$ cat src/rtl/keypad_pkg.sv
// Shared types and key map for the 4x3 telephone keypad scanner.
// Codes: digits as BCD, star and hash as 4'b1010 / 4'b1011.
package keypad_pkg;

  typedef enum logic [1:0] {
    SCAN,
    DEBOUNCE,
    PRESSED,
    RELEASE
  } state_t;

  localparam logic [3:0] KEY_STAR = 4'b1010;
  localparam logic [3:0] KEY_HASH = 4'b1011;
  localparam int NUM_ROWS = 4;
  localparam int NUM_COLS = 3;

  function automatic logic [3:0] key_code(
    input logic [1:0] row,
    input logic [1:0] col
  );
    logic [3:0] k;
    k = 4'({2'b00, row} * 4'd3 + {2'b00, col} + 4'd1);
    if (row == 2'd3) begin
      unique case (col)
        2'd0:    k = KEY_STAR;
        2'd1:    k = 4'h0;
        default: k = KEY_HASH;
      endcase
    end
    return k;
  endfunction

endpackage

$ cat src/rtl/keypad_scanner.sv
// Row-scanning keypad front end with 2-FF column synchronizer,
// press/release debounce and a registered code/valid/pulse output.
module keypad_scanner
  import keypad_pkg::*;
#(
  parameter int SCAN_DIV     = 4,
  parameter int DEBOUNCE_CNT = 3
) (
  input  logic                clk,
  input  logic                reset,
  input  logic [NUM_COLS-1:0] col_in,
  output logic [NUM_ROWS-1:0] row_out,
  output logic [3:0]          code,
  output logic                valid,
  output logic                key_pulse
);

  localparam int DW = $clog2(SCAN_DIV);
  localparam int CW = $clog2(DEBOUNCE_CNT + 1);
  localparam logic [DW-1:0] DWELL_LAST = DW'(SCAN_DIV - 1);
  localparam logic [CW-1:0] CNT_LAST = CW'(DEBOUNCE_CNT - 1);
  localparam logic [CW-1:0] CNT_ONE = CW'(1);
  localparam logic [NUM_ROWS-1:0] ROW_ONE = NUM_ROWS'(1);
  localparam logic [1:0] ROW_LAST = 2'(NUM_ROWS - 1);

  logic [NUM_COLS-1:0] r_col_m;
  logic [NUM_COLS-1:0] r_col_s;
  state_t              r_state;
  state_t              w_state;
  logic [1:0]          r_row;
  logic [1:0]          w_row;
  logic [1:0]          w_row_inc;
  logic [DW-1:0]       r_dwell;
  logic [CW-1:0]       r_cnt;
  logic [CW-1:0]       w_cnt;
  logic [1:0]          r_cand_row;
  logic [1:0]          w_cand_row;
  logic [1:0]          r_cand_col;
  logic [1:0]          w_cand_col;
  logic [3:0]          r_code;
  logic [3:0]          w_code;
  logic                r_valid;
  logic                w_valid;
  logic                r_pulse;
  logic                w_pulse;
  logic [NUM_ROWS-1:0] r_row_out;
  logic [NUM_ROWS-1:0] w_row_out;
  logic                w_tick;
  logic                w_single;
  logic [1:0]          w_col;
  logic                w_match;

  // Columns are active low; leftmost column sits on the MSB.
  always_comb begin
    w_single = 1'b1;
    w_col    = 2'd0;
    unique case (r_col_s)
      3'b011:  w_col = 2'd0;
      3'b101:  w_col = 2'd1;
      3'b110:  w_col = 2'd2;
      default: w_single = 1'b0;
    endcase
  end

  assign w_tick    = (r_dwell == DWELL_LAST);
  assign w_match   = w_single && (w_col == r_cand_col);
  assign w_row_inc = (r_row == ROW_LAST) ? 2'd0 : r_row + 2'd1;
  assign w_row_out = ~(ROW_ONE << w_row);

  always_comb begin
    w_state    = r_state;
    w_row      = r_row;
    w_cnt      = r_cnt;
    w_cand_row = r_cand_row;
    w_cand_col = r_cand_col;
    w_code     = r_code;
    w_valid    = r_valid;
    w_pulse    = 1'b0;
    if (w_tick) begin
      unique case (r_state)
        SCAN: begin
          if (w_single) begin
            w_cand_row = r_row;
            w_cand_col = w_col;
            w_cnt      = CNT_ONE;
            if (DEBOUNCE_CNT == 1) begin
              w_state = PRESSED;
              w_code  = key_code(r_row, w_col);
              w_valid = 1'b1;
              w_pulse = 1'b1;
            end else begin
              w_state = DEBOUNCE;
            end
          end else begin
            w_row = w_row_inc;
          end
        end
        DEBOUNCE: begin
          if (w_match) begin
            if (r_cnt == CNT_LAST) begin
              w_state = PRESSED;
              w_code  = key_code(r_cand_row, r_cand_col);
              w_valid = 1'b1;
              w_pulse = 1'b1;
            end else begin
              w_cnt = r_cnt + 1'b1;
            end
          end else begin
            w_state = SCAN;
            w_row   = w_row_inc;
          end
        end
        PRESSED: begin
          if (!w_match) begin
            w_cnt = CNT_ONE;
            if (DEBOUNCE_CNT == 1) begin
              w_state = SCAN;
              w_valid = 1'b0;
              w_row   = w_row_inc;
            end else begin
              w_state = RELEASE;
            end
          end
        end
        RELEASE: begin
          if (w_match) begin
            w_state = PRESSED;
          end else if (r_cnt == CNT_LAST) begin
            w_state = SCAN;
            w_valid = 1'b0;
            w_row   = w_row_inc;
          end else begin
            w_cnt = r_cnt + 1'b1;
          end
        end
      endcase
    end
  end

  always_ff @(posedge clk) begin
    if (reset) begin
      r_col_m    <= '1;
      r_col_s    <= '1;
      r_state    <= SCAN;
      r_row      <= 2'd0;
      r_dwell    <= '0;
      r_cnt      <= '0;
      r_cand_row <= 2'd0;
      r_cand_col <= 2'd0;
      r_code     <= 4'h0;
      r_valid    <= 1'b0;
      r_pulse    <= 1'b0;
      r_row_out  <= ~ROW_ONE;
    end else begin
      r_col_m    <= col_in;
      r_col_s    <= r_col_m;
      r_state    <= w_state;
      r_row      <= w_row;
      r_dwell    <= w_tick ? '0 : r_dwell + 1'b1;
      r_cnt      <= w_cnt;
      r_cand_row <= w_cand_row;
      r_cand_col <= w_cand_col;
      r_code     <= w_code;
      r_valid    <= w_valid;
      r_pulse    <= w_pulse;
      r_row_out  <= w_row_out;
    end
  end

  assign row_out   = r_row_out;
  assign code      = r_code;
  assign valid     = r_valid;
  assign key_pulse = r_pulse;

endmodule

$ cat config.mk
export PLATFORM = sky130hd
export DESIGN_NAME = keypad_scanner
export DESIGN_NICKNAME = d
export VERILOG_FILES = /design/src/rtl/keypad_pkg.sv /design/src/rtl/keypad_scanner.sv
export SDC_FILE = /design/constraint.sdc
export NUM_CORES = 1
export LEC_CHECK = 0
export CORE_MARGIN = 4
export CORE_UTILIZATION = 60
export CTS_BUF_LIST = sky130_fd_sc_hd__clkbuf_16
export DETAILED_ROUTE_END_ITERATION = 10
export PLACE_DENSITY_LB_ADDON = 0.3
export SYNTH_ARGS = -nofsm -noshare
export SYNTH_HDL_FRONTEND = slang
export SYNTH_SLANG_ARGS = --single-unit
$ cat constraint.sdc
create_clock -name clk -period 5.4 [get_ports clk]
set_clock_uncertainty 0.15 [all_clocks]
set_input_delay 0.81 -clock clk [delete_from_list [all_inputs] [get_ports clk]]
set_output_delay 0.81 -clock clk [all_outputs]
set_load 0.01 [all_outputs]
# Word-level counts from Yosys, hierarchy flattened
# Index checks and enable logic that the tools add are counted.
[totals]
ff_bits = 28
out_inout_bits = 10
inputBits = 5
word_cells = 84
[op_classes]
shifts = 1
bitwise = 4
n_reduce_logical = 12
muxes = 29
multipliers = 1
eq_ne = 20
add_sub_neg = 5
[op_table]
columns = ["op", "n"]
rows = [
  ["$mux 2", 16],
  ["$pmux 2 s4", 2],
  ["$eq 2x2->1 const B", 6],
  ["$ne 2x2->1 const B", 6],
  ["$reduce_and 5->1", 2],
  ["$pmux 4 s2", 1],
  ["$add 2x1->2 const B", 3],
  ["$eq 3x3->1 const B", 2],
  ["$mux 1", 6],
  ["$ne 3x3->1 const B", 2],
  ["$pmux 2 s3", 1],
  ["$reduce_and 6->1", 1],
  ["$add 4x1->4 const B", 1],
  ["$add 4x2->4", 1],
  ["$eq 2x1->1 const B", 2],
  ["$logic_not 2->1", 2],
  ["$mul 2x2->4 const B", 1],
  ["$mux 4", 1],
  ["$not 4->4", 1],
  ["$pmux 2 s2", 1],
  ["$reduce_and 4->1", 1],
  ["$reduce_or 4->1", 1],
  ["$shl 1x2->4 const A", 1],
  ["$eq 3x2->1 const B", 1],
  ["8 further kinds", 10],
]

# Logic depth before layout (Yosys ltp)
# Gate-level depths: netlist (run 1).
[logic_depth]
word_depth = 9
mapped_depth = 8
depth_no_buf = 8

# Least setup slack after synthesis (run 1)
# Ideal clock, no wire load.
[synth_timing]
kind = "flip-flop to flip-flop"
startpoint = "reg r_col_s[0]"
endpoint = "reg r_row[0]"
period_less_slack_ps = 1991
t_arrival_ps = 1720
setup_time_ps = 121
path_stages_with_launch = 7
t_required_ps = 5129
n_path_buf = 1
slack_ps = 3409
cell_sequence = "dfxtp_1 buf_6 nand2b_4 or3_4 a31o_4 o21ai_4 mux2_4"
[synth_between]
elab_chain_len = 7
word_cells_on_any_way = 13
classes_between = "4 x eq/ne; 7 x mux; 2 x reduce/logical"
[synth_lines]
columns = ["item", "line_no", "source"]
rows = [
  ["start: declaration", "keypad_scanner.sv:27", "logic [NUM_COLS-1:0] r_col_s;"],
  ["start signal: assignment", "keypad_scanner.sv:156", "r_col_s <= r_col_m;"],
  ["$eq 3x3->1 / $eq 3x2->1 (equally long branches)", "keypad_scanner.sv:57", "unique case (r_col_s)"],
  ["$pmux 2 s2 / $reduce_or 3->1 (equally long branches)", "n/a", ""],
  ["$eq 2x2->1 / $mux 1 (equally long branches)", "keypad_scanner.sv:66, keypad_scanner.sv:57", ""],
  ["$logic_and 1x1->1", "keypad_scanner.sv:66", "assign w_match = w_single && (w_col == r_cand_col);"],
  ["$mux 2, on equally long branches", "keypad_scanner.sv:126, keypad_scanner.sv:99", ""],
  ["$pmux 2 s3 *", "keypad_scanner.sv:80", "unique case (r_state)"],
  ["$mux 2 *", "keypad_scanner.sv:79", "if (w_tick) begin"],
  ["end signal: assignment", "keypad_scanner.sv:158", "r_row <= w_row;"],
  ["end: declaration", "keypad_scanner.sv:30", "logic [1:0] r_row;"],
]
# Every way passes the cells marked *; elsewhere a longest branch is shown, timed or not.
# A chain may end at the register's enable or synchronous reset.

==> results_dict.tcl, run 1 <==
set metrics [dict create \
    cts.clk_slew.worst_paths_ns 0.06 \
    h-tree-depth 1 \
    r2r_cells 5 \
    fmaxAchievable_mhz 392 \
    numCtsBuffers 3 \
    io_pins 15 \
    critPathLaunchType "input pin" \
    synth_xor_xnor_area_share 0.0116 \
    drt-initial-drc-count 25 \
    async_flop_share 0 \
    grt_first_pass_wirelength_mm 4.81 \
    grt_pass1_vias 1103 \
    fin_tns_setup_ns 0 \
    cts_sinks 28 \
    synth_nets 169 \
    crit_arrival_ns 2.59 \
    finalCritPeriodShare 0.473 \
    netlist.area_leader.share 0.370 \
    fin_crit_ns 2.55 \
    post_synth.cell_area_avg_um2 9.78 \
    tightest_slew_ns 0.894 \
    syn_inst 155 \
    coreArea_um2 2300 \
    synth_cell_types 49 \
    cts_resized 0 \
    die_height_um 58.3 \
    muxShareOfSynthArea 0.0628 \
    slowest_delay_ns 1.06 \
    outcome "finished, final reports clean" \
    grt_usage 0.182 \
    via_count 1144 \
    maxSlewHeadroom 0.402 \
    vdd_drop_max_mv 0.222 \
    final-max-slew-violation-count 0 \
    synth_edf_count 0 \
    synth-simple-area-share 0.228 \
    path_class "in2reg" \
    rsz0062_at_grt "false" \
    cts_root_buffer "clkbuf_16" \
    hold_depth 1 \
    dieWidth_um 58.3 \
    n_antenna_cell 0 \
    routabilityCongestion 0.794 \
    p_leak_nw 0.671 \
    synth_top_family_by_area "simple AND/OR/NAND/NOR gates" \
    crit_chain "clkdlybuf4s50_1 > inv_1 > and3_1 > mux2i_1" \
    yosysWarnings 0 \
    synth_area_leaders "dfxtp_1 37%, ha_1 5.8%, mux2i_1 5.3%, nor2_1 3.2%, fa_1 2.6%" \
    grt_max_degree 28 \
    synth_compound_area_frac 0.185 \
    crit_path_max_fanout 27 \
    max-clock-path-buffers 2 \
    cts_setup_buffers 0 \
    finalPower_mw 0.431 \
    final-setup-viol-count 0 \
    synth_fa_ha_area_frac 0.0842 \
    start_util 0.660 \
    synth.most_common_cell "dfxtp_1" \
    synth_ff_type "dfxtp_1" \
    first_pass_iters 4 \
    yosysTopAreaCell "dfxtp_1" \
    worst_hold_path_type "reg2reg" \
    cts_tree "done" \
    rows 17 \
    viasPerCell 5.96 \
    cp-end-kind "flop" \
    drive_gt1_frac 0.134 \
    fp.dieArea_um2 3390 \
    overflow 0 \
    drc 0 \
    numPortBuffers 14 \
    ant_nets 0 \
    antenna_found_initial 0 \
    avgRoutedWirePerCell_um 14.8 \
    wl_mm 2.84 \
    netlist_area_um2 1520 \
    yosys_register_bits 28 \
    clock_latency_ns 0.26 \
    drv_cap 0 \
    slowest_stage "clkdlybuf4s50_1" \
    yosysSeqAreaShare 0.370 \
    worst_ep_required_time_ns 5.44 \
    hold_buffers 0 \
    nets 180 \
    hold_violations 0 \
    power_density_nw_per_um2 254 \
    hpwl_mm 1.99 \
    synth_top_cells_by_count "28 x dfxtp_1, 13 x nor2_1, 9 x nand2_1" \
    area_delta_synth_final_pct 12.1 \
]
cell type report:
class,instances,area (µm²)
Fill cell,166,598
Clock buffer,3,75.1
Inverter,6,22.5
Tap cell,28,35.0
Sequential cell,28,561
Multi-Input combinational cell,113,866
Timing Repair Buffer,14,140
cell usage in the layout (no fill, tap or decap), drive strengths merged, types with 5 or more instances in the layout:
master          n
clkdlybuf4s50  14
o21ai          10
nor3            8
inv             6
dfxtp          28
a21oi           6
or2             6
mux2i           8
nor3b           5
nand2           9
ha              7
nor2           13
sequential cells by signal (all words and copies together), names as in the netlist, named ones only:
| signal | flops |
|---|---|
| r_dwell | 2 |
| r_col_s | 3 |
| r_cand_col | 2 |
| valid | 1 |
| r_row | 2 |
| r_cand_row | 2 |
| key_pulse | 1 |
| r_col_m | 3 |
| r_cnt | 2 |
| row_out | 4 |
| r_state | 1 |
| code | 4 |
through the flow:
stage                     worst slack (ns)  instances  hold slack [ns]  area [µm²]   util
after floorplan                       3.41        155            0.239        1520      -
after global placement                2.70        189            0.244        1620  0.707
after detailed placement              2.61        189            0.245        1620  0.707
after CTS                             2.85        192            0.260        1700  0.740
after global routing                  2.69        192            0.283        1700  0.740
final                                 2.85        192            0.259        1700  0.740
cells by family (layout without fill, tap and decap cells):
group | Yosys count | after routing
simple gates | 59 | 59
mux | 9 | 9
fa+ha+maj | 9 | 9
flops | 28 | 28
buf+inv | 14 | 23
compound gates | 34 | 34
xor+xnor | 2 | 2
final timing paths:
kind                          from                     to  slack (ns)
max                          reset  row_out[3]$_SDFF_PP1_        2.85
min reg2reg  r_col_m[0]$_SDFF_PP1_  r_col_s[0]$_SDFF_PP1_        0.26
max reg2reg  r_col_s[2]$_SDFF_PP1_  r_cnt[1]$_SDFFE_PP0P_        3.22
min          r_col_m[0]$_SDFF_PP1_  r_col_s[0]$_SDFF_PP1_        0.26
worst max-delay path: cells and delay by family:
kind                   cells  cell delay (ns)
buffers and inverters      2             1.37
multiplexers               1             0.13
AND/OR/NAND/NOR            1             0.28
where the power goes:
group          leakage [nW]  switching, mW  internal (mW)  total (mW)
clock                0.0370         0.0654         0.0982       0.164
sequential            0.228        0.00785          0.214       0.222
combinational         0.406         0.0227         0.0229      0.0456
routing by layer:
layer,GRT usage,vias to the layer above,part of all wire
met5,0,-,0
met4,0.0795,0,0.013
met3,0.0356,5,0.044
met2,0.321,28,0.49
met1,0.213,539,0.45
li1,-,572,-
Note: power is estimated with default switching activity, not from simulation.
==> run 2, diff against run 1 <==
--- a/config.mk
+++ b/config.mk
@@ -6,7 +6,7 @@
 export NUM_CORES = 1
 export LEC_CHECK = 0
 export CORE_MARGIN = 4
-export CORE_UTILIZATION = 60
+export CORE_UTILIZATION = 56
 export CTS_BUF_LIST = sky130_fd_sc_hd__clkbuf_16
 export DETAILED_ROUTE_END_ITERATION = 10
 export PLACE_DENSITY_LB_ADDON = 0.3
==> constraint.sdc (replaced) <==
create_clock -name clk -period 2.47 [get_ports clk]
set_clock_uncertainty 0.15 [all_clocks]
set_input_delay 0.3705 -clock clk [delete_from_list [all_inputs] [get_ports clk]]
set_output_delay 0.3705 -clock clk [all_outputs]
set_load 0.01 [all_outputs]
==> run 2 against run 1 <==
Net effect:
- die area increased by 6.2%
- worst hold slack got worse by 0.0013 ns
- cell area increased by 3.2%
- critical path depth increased by 1
- utilization decreased by 4.4 points
- flip-flop and latch count unchanged
- final cell count increased by 3.1%
- critical endpoint is now r_row[0]$_SDFF_PP0_
==> results_dict.tcl, run 2 (synthesized netlist as in run 1, its figures left out) <==
set metrics [dict create \
    avgRoutedWirePerCell_um 14.0 \
    hold_buffers 0 \
    cp-end-kind "flop" \
    hpwl_mm 2.02 \
    n_antenna_cell 0 \
    seq_power_share 0.459 \
    dieWidth_um 60.0 \
    h-tree-depth 1 \
    critPathBufInv 0 \
    netSwitchingFraction 0.201 \
    cts.clk_slew.worst_paths_ns 0.07 \
    io_pins 15 \
    fin_crit_ns 2.17 \
    area_delta_synth_final_pct 15.8 \
    layout_common_cells "28 x dfxtp_1, 14 x clkdlybuf4s50_1, 13 x nor2_1" \
    final_common_cell "dfxtp_1" \
    drive_gt1_frac 0.155 \
    post_dp_cell_area_um2 1650 \
    vdd_drop_max_mv 0.580 \
    drc 0 \
    slowest_delay_ns 0.53 \
    power_density_nw_per_um2 601 \
    path_class "reg2reg" \
    combPwrFrac 0.097 \
    critPathLaunchType "flop" \
    wl_mm 2.77 \
    routabilityCongestion 0.859 \
    grt_pass1_vias 1135 \
    fmaxAchievable_mhz 461 \
    r2r_cells 5 \
    rows 18 \
    overflow 0 \
    crit_arrival_ns 2.17 \
    fp.dieArea_um2 3600 \
    drv_cap 0 \
    p_clk_frac 0.443 \
    numPortBuffers 14 \
    cts_resized 0 \
    die_height_um 60.0 \
    ant_nets 0 \
    whs_endpoint "r_col_s[0]$_SDFF_PP1_" \
    hold_violations 0 \
    viasPerCell 5.78 \
    nets 183 \
    via_count 1144 \
    drt-initial-drc-count 42 \
    design_area_um2 1750 \
    cts_root_buffer "clkbuf_16" \
    numCtsBuffers 3 \
    reg2reg_slack_ns 0.30 \
    max-clock-path-buffers 2 \
    tightest_slew_ns 0.557 \
    grt_first_pass_wirelength_mm 4.66 \
    maxSlewHeadroom 0.625 \
    worst_ep_required_time_ns 2.47 \
    crit_path_max_fanout 10 \
    hold_depth 1 \
    cts_tree "done" \
    finalCritPeriodShare 0.877 \
    crit_chain "nand2_1 > or3_4 > a31o_4 > o21ai_4 > mux2_4" \
    start_util 0.601 \
    worstReg2RegStart "r_col_s[2]$_SDFF_PP1_" \
    coreArea_um2 2520 \
    cp_top_family "simple AND/OR/NAND/NOR gates" \
    cts_setup_buffers 0 \
    min_from "r_col_m[0]$_SDFF_PP1_" \
    grt_max_degree 17 \
    antenna_found_initial 0 \
    fin_tns_setup_ns 0 \
    internal-power_mw 0.843 \
    hold_ws_ns 0.258 \
    final-setup-viol-count 0 \
    clock_latency_ns 0.26 \
    first_pass_iters 4 \
    rsz0062_at_grt "false" \
    outcome "finished, final reports clean" \
    cts_sinks 28 \
    grt_usage 0.170 \
    p_leak_nw 0.700 \
    p_sw_mw 0.212 \
    worst_hold_path_type "reg2reg" \
    final-max-slew-violation-count 0 \
    worstReg2RegEnd "r_row[0]$_SDFF_PP0_" \
    slowest_stage "dfxtp_1" \
]
[run 2: routing by layer]
layer,vias to the layer above,share of wire,track usage
li1,575,-,-
met1,543,0.41,0.188
met2,24,0.54,0.319
met3,2,0.044,0.0324
met4,0,0.0040,0.0538
met5,-,0,0
[run 2: worst max path at each step]
stage | start | end | cells after the start
2_1_floorplan | r_col_s[0]$_SDFF_PP1_ | r_row[0]$_SDFF_PP0_ | 6
3_3_place_gp | r_col_s[2]$_SDFF_PP1_ | r_row[0]$_SDFF_PP0_ | 5
3_5_place_dp | r_col_s[2]$_SDFF_PP1_ | r_row[0]$_SDFF_PP0_ | 5
4_1_cts | r_col_s[2]$_SDFF_PP1_ | r_row[0]$_SDFF_PP0_ | 5
5_1_grt | r_col_s[1]$_SDFF_PP1_ | r_row[0]$_SDFF_PP0_ | 5
6_report | r_col_s[2]$_SDFF_PP1_ | r_row[0]$_SDFF_PP0_ | 5
[run 2: stage by stage]
| step | power, mW | util | std cells | setup WS [ns] |
|---|---|---|---|---|
| after floorplan | 0.572 | - | 155 | 0.479 |
| after global placement | 0.591 | 0.654 | 194 | 0.414 |
| after detailed placement | 0.597 | 0.654 | 194 | 0.363 |
| after CTS | 1.07 | 0.695 | 198 | 0.303 |
| after global routing | 1.10 | 0.695 | 198 | 0.170 |
| final | 1.05 | 0.695 | 198 | 0.303 |
[run 2: area by class of cell]
| type | count | area [µm²] |
|---|---|---|
| inverters | 6 | 22.5 |
| fillers | 200 | 768 |
| clock buffers | 3 | 75.1 |
| flip-flops and latches | 28 | 561 |
| repair buffers | 17 | 163 |
| clock inverters | 1 | 30.0 |
| well taps | 30 | 37.5 |
| multi-input cells | 113 | 866 |
[run 2: worst reg2reg max path: stages, from the launching register on]
cell     delay (ns)
dfxtp_1        0.53
nand2_1        0.16
or3_4          0.40
a31o_4         0.26
o21ai_4        0.24
mux2_4         0.33
[run 2: power by group through the flow]
stage / Clock (mW) / Combinational [mW] / Sequential (mW)
finish: 0.467 / 0.103 / 0.485
floorplan: 0 / 0.0837 / 0.488
global placement: 0 / 0.0981 / 0.493
CTS: 0.478 / 0.104 / 0.484
global route: 0.494 / 0.114 / 0.487
detailed placement: 0 / 0.102 / 0.494
==> run 3, diff against run 2 <==
--- a/config.mk
+++ b/config.mk
@@ -10,6 +10,7 @@
 export CTS_BUF_LIST = sky130_fd_sc_hd__clkbuf_16
 export DETAILED_ROUTE_END_ITERATION = 10
 export PLACE_DENSITY_LB_ADDON = 0.3
+export REMOVE_ABC_BUFFERS = 1
 export SYNTH_ARGS = -nofsm -noshare
 export SYNTH_HDL_FRONTEND = slang
 export SYNTH_SLANG_ARGS = --single-unit
==> run 3 against run 2 <==
Net effect:
- maximum frequency decreased by 1.9%
- wire length increased by 3.2%
- global-route usage rose by 1.0 points
- combinational power about the same
- sequential share of layout area unchanged
- die area unchanged
- final cell count did not move
==> results_dict.tcl, run 3 (synthesized netlist as in run 1, its figures left out) <==
set metrics [dict create \
    n_antenna_cell 0 \
    rows 18 \
    hold_buffers 0 \
    worst_ep_required_time_ns 2.48 \
    first_pass_iters 4 \
    ant_nets 0 \
    fin_ws_ns 0.261 \
    drc 0 \
    cp-end-kind "flop" \
    drive_gt1_frac 0.155 \
    design_area_um2 1750 \
    avgRoutedWirePerCell_um 14.5 \
    slowest_delay_ns 0.53 \
    hold_violations 0 \
    dieWidth_um 60.0 \
    routabilityCongestion 0.821 \
    viasPerCell 5.72 \
    drv_cap 0 \
    final_common_cell "dfxtp_1" \
    h-tree-depth 1 \
    tightest_slew_ns 0.645 \
    cp_top_family "simple AND/OR/NAND/NOR gates" \
    hold_ws_ns 0.259 \
    hpwl_mm 2.04 \
    max-clock-path-buffers 2 \
    cts.clk_slew.worst_paths_ns 0.07 \
    power_density_nw_per_um2 608 \
    cts_tree "done" \
    via_count 1133 \
    rsz0062_at_grt "false" \
    numCtsBuffers 3 \
    min_from "r_col_m[2]$_SDFF_PP1_" \
    fin_crit_ns 2.21 \
    cts_resized 0 \
    antenna_found_initial 0 \
    post_dp_cell_area_um2 1650 \
    grt_first_pass_wirelength_mm 4.96 \
    crit_chain "nand2_1 > nor3_1 > nor3_4 > o21ai_4 > mux2_4" \
    maxSlewHeadroom 0.567 \
    grt_pass1_vias 1092 \
    nFillCells 203 \
    final-setup-viol-count 0 \
    path_class "reg2reg" \
    grt_usage 0.180 \
    finalCritPeriodShare 0.894 \
    worst_hold_path_type "reg2reg" \
    cts_setup_buffers 0 \
    vdd_drop_max_mv 0.404 \
    io_pins 15 \
    overflow 0 \
    layout_common_cells "28 x dfxtp_1, 14 x clkdlybuf4s50_1, 13 x nor2_1" \
    fmaxAchievable_mhz 453 \
    crit_arrival_ns 2.22 \
    numPortBuffers 14 \
    cts_sinks 28 \
    drt-initial-drc-count 41 \
    outcome "finished, final reports clean" \
    critPathLaunchType "flop" \
    clock_latency_ns 0.26 \
    final-max-slew-violation-count 0 \
    fin_tns_setup_ns 0 \
    worstReg2RegStart "r_col_s[2]$_SDFF_PP1_" \
    fp.dieArea_um2 3600 \
    dp_slack_ns 0.368 \
    crit_start "r_col_s[2]$_SDFF_PP1_" \
    cts_root_buffer "clkbuf_16" \
    p_leak_nw 0.700 \
    area_delta_synth_final_pct 15.8 \
    slowest_stage "dfxtp_1" \
    start_util 0.601 \
    crit_path_max_fanout 10 \
    grt_max_degree 17 \
    coreArea_um2 2520 \
    critPathBufInv 0 \
    wl_mm 2.86 \
    nets 183 \
    die_height_um 60.0 \
]
## run 3: cell type report
type	count	area, µm²	area share
Multi-Input combinational cell	113	866	0.494
Sequential cell	28	561	0.320
Clock buffer	3	75.1	0.0428
Clock inverter	1	30.0	0.0171
Timing Repair Buffer	17	163	0.0927
Inverter	6	22.5	0.0128
Tap cell	30	37.5	0.0214
## run 3: where the power goes
group | internal, mW | switching [mW] | total (mW)
combinational | 0.0529 | 0.0503 | 0.103
sequential | 0.467 | 0.0172 | 0.485
clock | 0.323 | 0.156 | 0.479
total | 0.843 | 0.224 | 1.07
## run 3: routing by layer
layer	track usage	share of wire
met5	0	0
met4	0.0981	0.014
met3	0.0389	0.034
met2	0.269	0.47
met1	0.239	0.48
## run 3: through the flow
stage | cells | util | total power [mW]
floorplan | 147 | - | 0.559
global placement | 194 | 0.654 | 0.591
detailed placement | 194 | 0.654 | 0.596
CTS | 198 | 0.695 | 1.07
global route | 198 | 0.695 | 1.11
finish | 198 | 0.695 | 1.07
## run 3: final timing paths
check / to / slack [ns] / depth (start not counted)
min reg2reg: r_col_s[2]$_SDFF_PP1_ / 0.26 / 1
max reg2reg: r_row[0]$_SDFF_PP0_ / 0.26 / 5
max: r_row[0]$_SDFF_PP0_ / 0.26 / 5
min: r_col_s[2]$_SDFF_PP1_ / 0.26 / 1
==> RTL edit: new RTL, flow settings as in run 3 <==
Add an input register stage for `col_in`, with the module's reset; this delays it by one clock.
--- a/src/rtl/keypad_scanner.sv
+++ b/src/rtl/keypad_scanner.sv
@@ -23,4 +23,14 @@
   localparam logic [NUM_ROWS-1:0] ROW_ONE = NUM_ROWS'(1);
   localparam logic [1:0] ROW_LAST = 2'(NUM_ROWS - 1);
+
+  logic [NUM_COLS-1:0] col_q;
+
+  always_ff @(posedge clk) begin
+    if (reset) begin
+      col_q <= '0;
+    end else begin
+      col_q <= col_in;
+    end
+  end
 
   logic [NUM_COLS-1:0] r_col_m;
@@ -153,5 +163,5 @@
       r_row_out  <= ~ROW_ONE;
     end else begin
-      r_col_m    <= col_in;
+      r_col_m    <= col_q;
       r_col_s    <= r_col_m;
       r_state    <= w_state;
Function: changed (a bounded check fails within 10 cycles, from zero or initial values and one cycle with reset high).
==> RTL edit against run 3 <==
Maximum frequency down 1.9%; clock power up 14%; via count down 4.7%; die area down 2.3%; utilization up 0.73 points; wire length down 5.7%; design area up 0.14%; global-route usage down 0.32 points; synthesized area down 2.6%; setup slack worse by 0.042 ns; sequential cell count up 3; combinational power down 20%; first-iteration DRC count down 61%; total power up 8.9%.
==> RTL edit: results (changes against run 3) <==
[sta]
tightest_slew_ns=0.572  ; -0.0730 ns
min_period_over_period=0.912  ; +0.0171

[power]
p_comb_frac=0.071  ; -0.026
irDropWorstVdd_mv=0.724  ; +79%
internal_power_uw=921  ; +9.2%
finalPower_uw=1160  ; +8.9%
leakage_uw=0.000699  ; -0.16%

[setup_path]
cp-startpoint=r_cand_col[1]
crit_fanout=6  ; -4
critPathTopFamily=adder cells
slowest_delay_ns=0.49  ; -0.04 ns
setup.worst_path.end=code[3]
worstRegToRegCells=7  ; +2
arrival_ns=2.25  ; +0.03 ns
rrSetupSlack_ns=0.22  ; -0.04 ns

[routing]
routed_wl_um=2700  ; -5.7%
wl_per_cell_um=14.1  ; -2.2%
drtIter0Drc=16  ; -61%
vias_per_cell=5.65  ; -1.2%

[layout]
drive_gt1_frac=0.130  ; -0.0243
nFillCells=202  ; -0.49%

[hold_path]
min_to=r_col_m[2]
hp-start=col_q[2]

[placed_design]
dp.cells=184  ; -5.2%
hpwl_um=1920  ; -5.8%
post-place-ws_ns=0.232  ; -0.136 ns
gp_routability_congestion=0.782  ; -4.7%

[clock_tree]
clkTransAtPathRegs_ns=0.05  ; -0.02 ns

[global_route]
grt_pass1_vias=978  ; -10%
use_met2=0.292  ; +0.0232
grt_usage=0.177  ; -0.00324
grt_max_degree=28  ; +11
grt_pass1_wl_um=4450  ; -10%

[yosys]
syn_avg_cell_area_um2=10.2  ; +4.1%
ys_seq_area_frac=0.421  ; +0.0508
synthTopCellsByArea=dfxtp_1 42%, mux2i_1 8.1%, ha_1 5.9%, nor2_1 3.6%, fa_1 2.7%
synth_cell_type_count=45  ; -8.2%

[run_status]
outcome=complete, no violations

==> RTL edit: final cells by class <==
class / count / area [um^2] / area share
Tap cell: 30 / 37.5 / 0.0214
Clock inverter: 2 / 8.76 / 0.00499
Sequential cell: 31 / 621 / 0.353
Timing Repair Buffer: 15 / 148 / 0.0840
Clock buffer: 5 / 125 / 0.0712
Inverter: 7 / 26.3 / 0.0150
Multi-Input combinational cell: 101 / 791 / 0.450
==> RTL edit: logic make-up (layout without fill, tap and decap cells) <==
logic type      count (synthesis)  in the layout  share of synthesized area
mux                            13             13                     0.0891
compound gates                 21             21                      0.124
buf+inv                        13             29                     0.0433
fa+ha+maj                       9              9                     0.0865
xor+xnor                        2              2                     0.0119
flops                          31             31                      0.421
simple gates                   56             56                      0.225
==> RTL edit: routing by layer <==
layer	wire length [um]	vias to the layer above
met2	1320	21
met4	57	0
met3	126	4
li1	-	546
met5	0	-
met1	1190	509
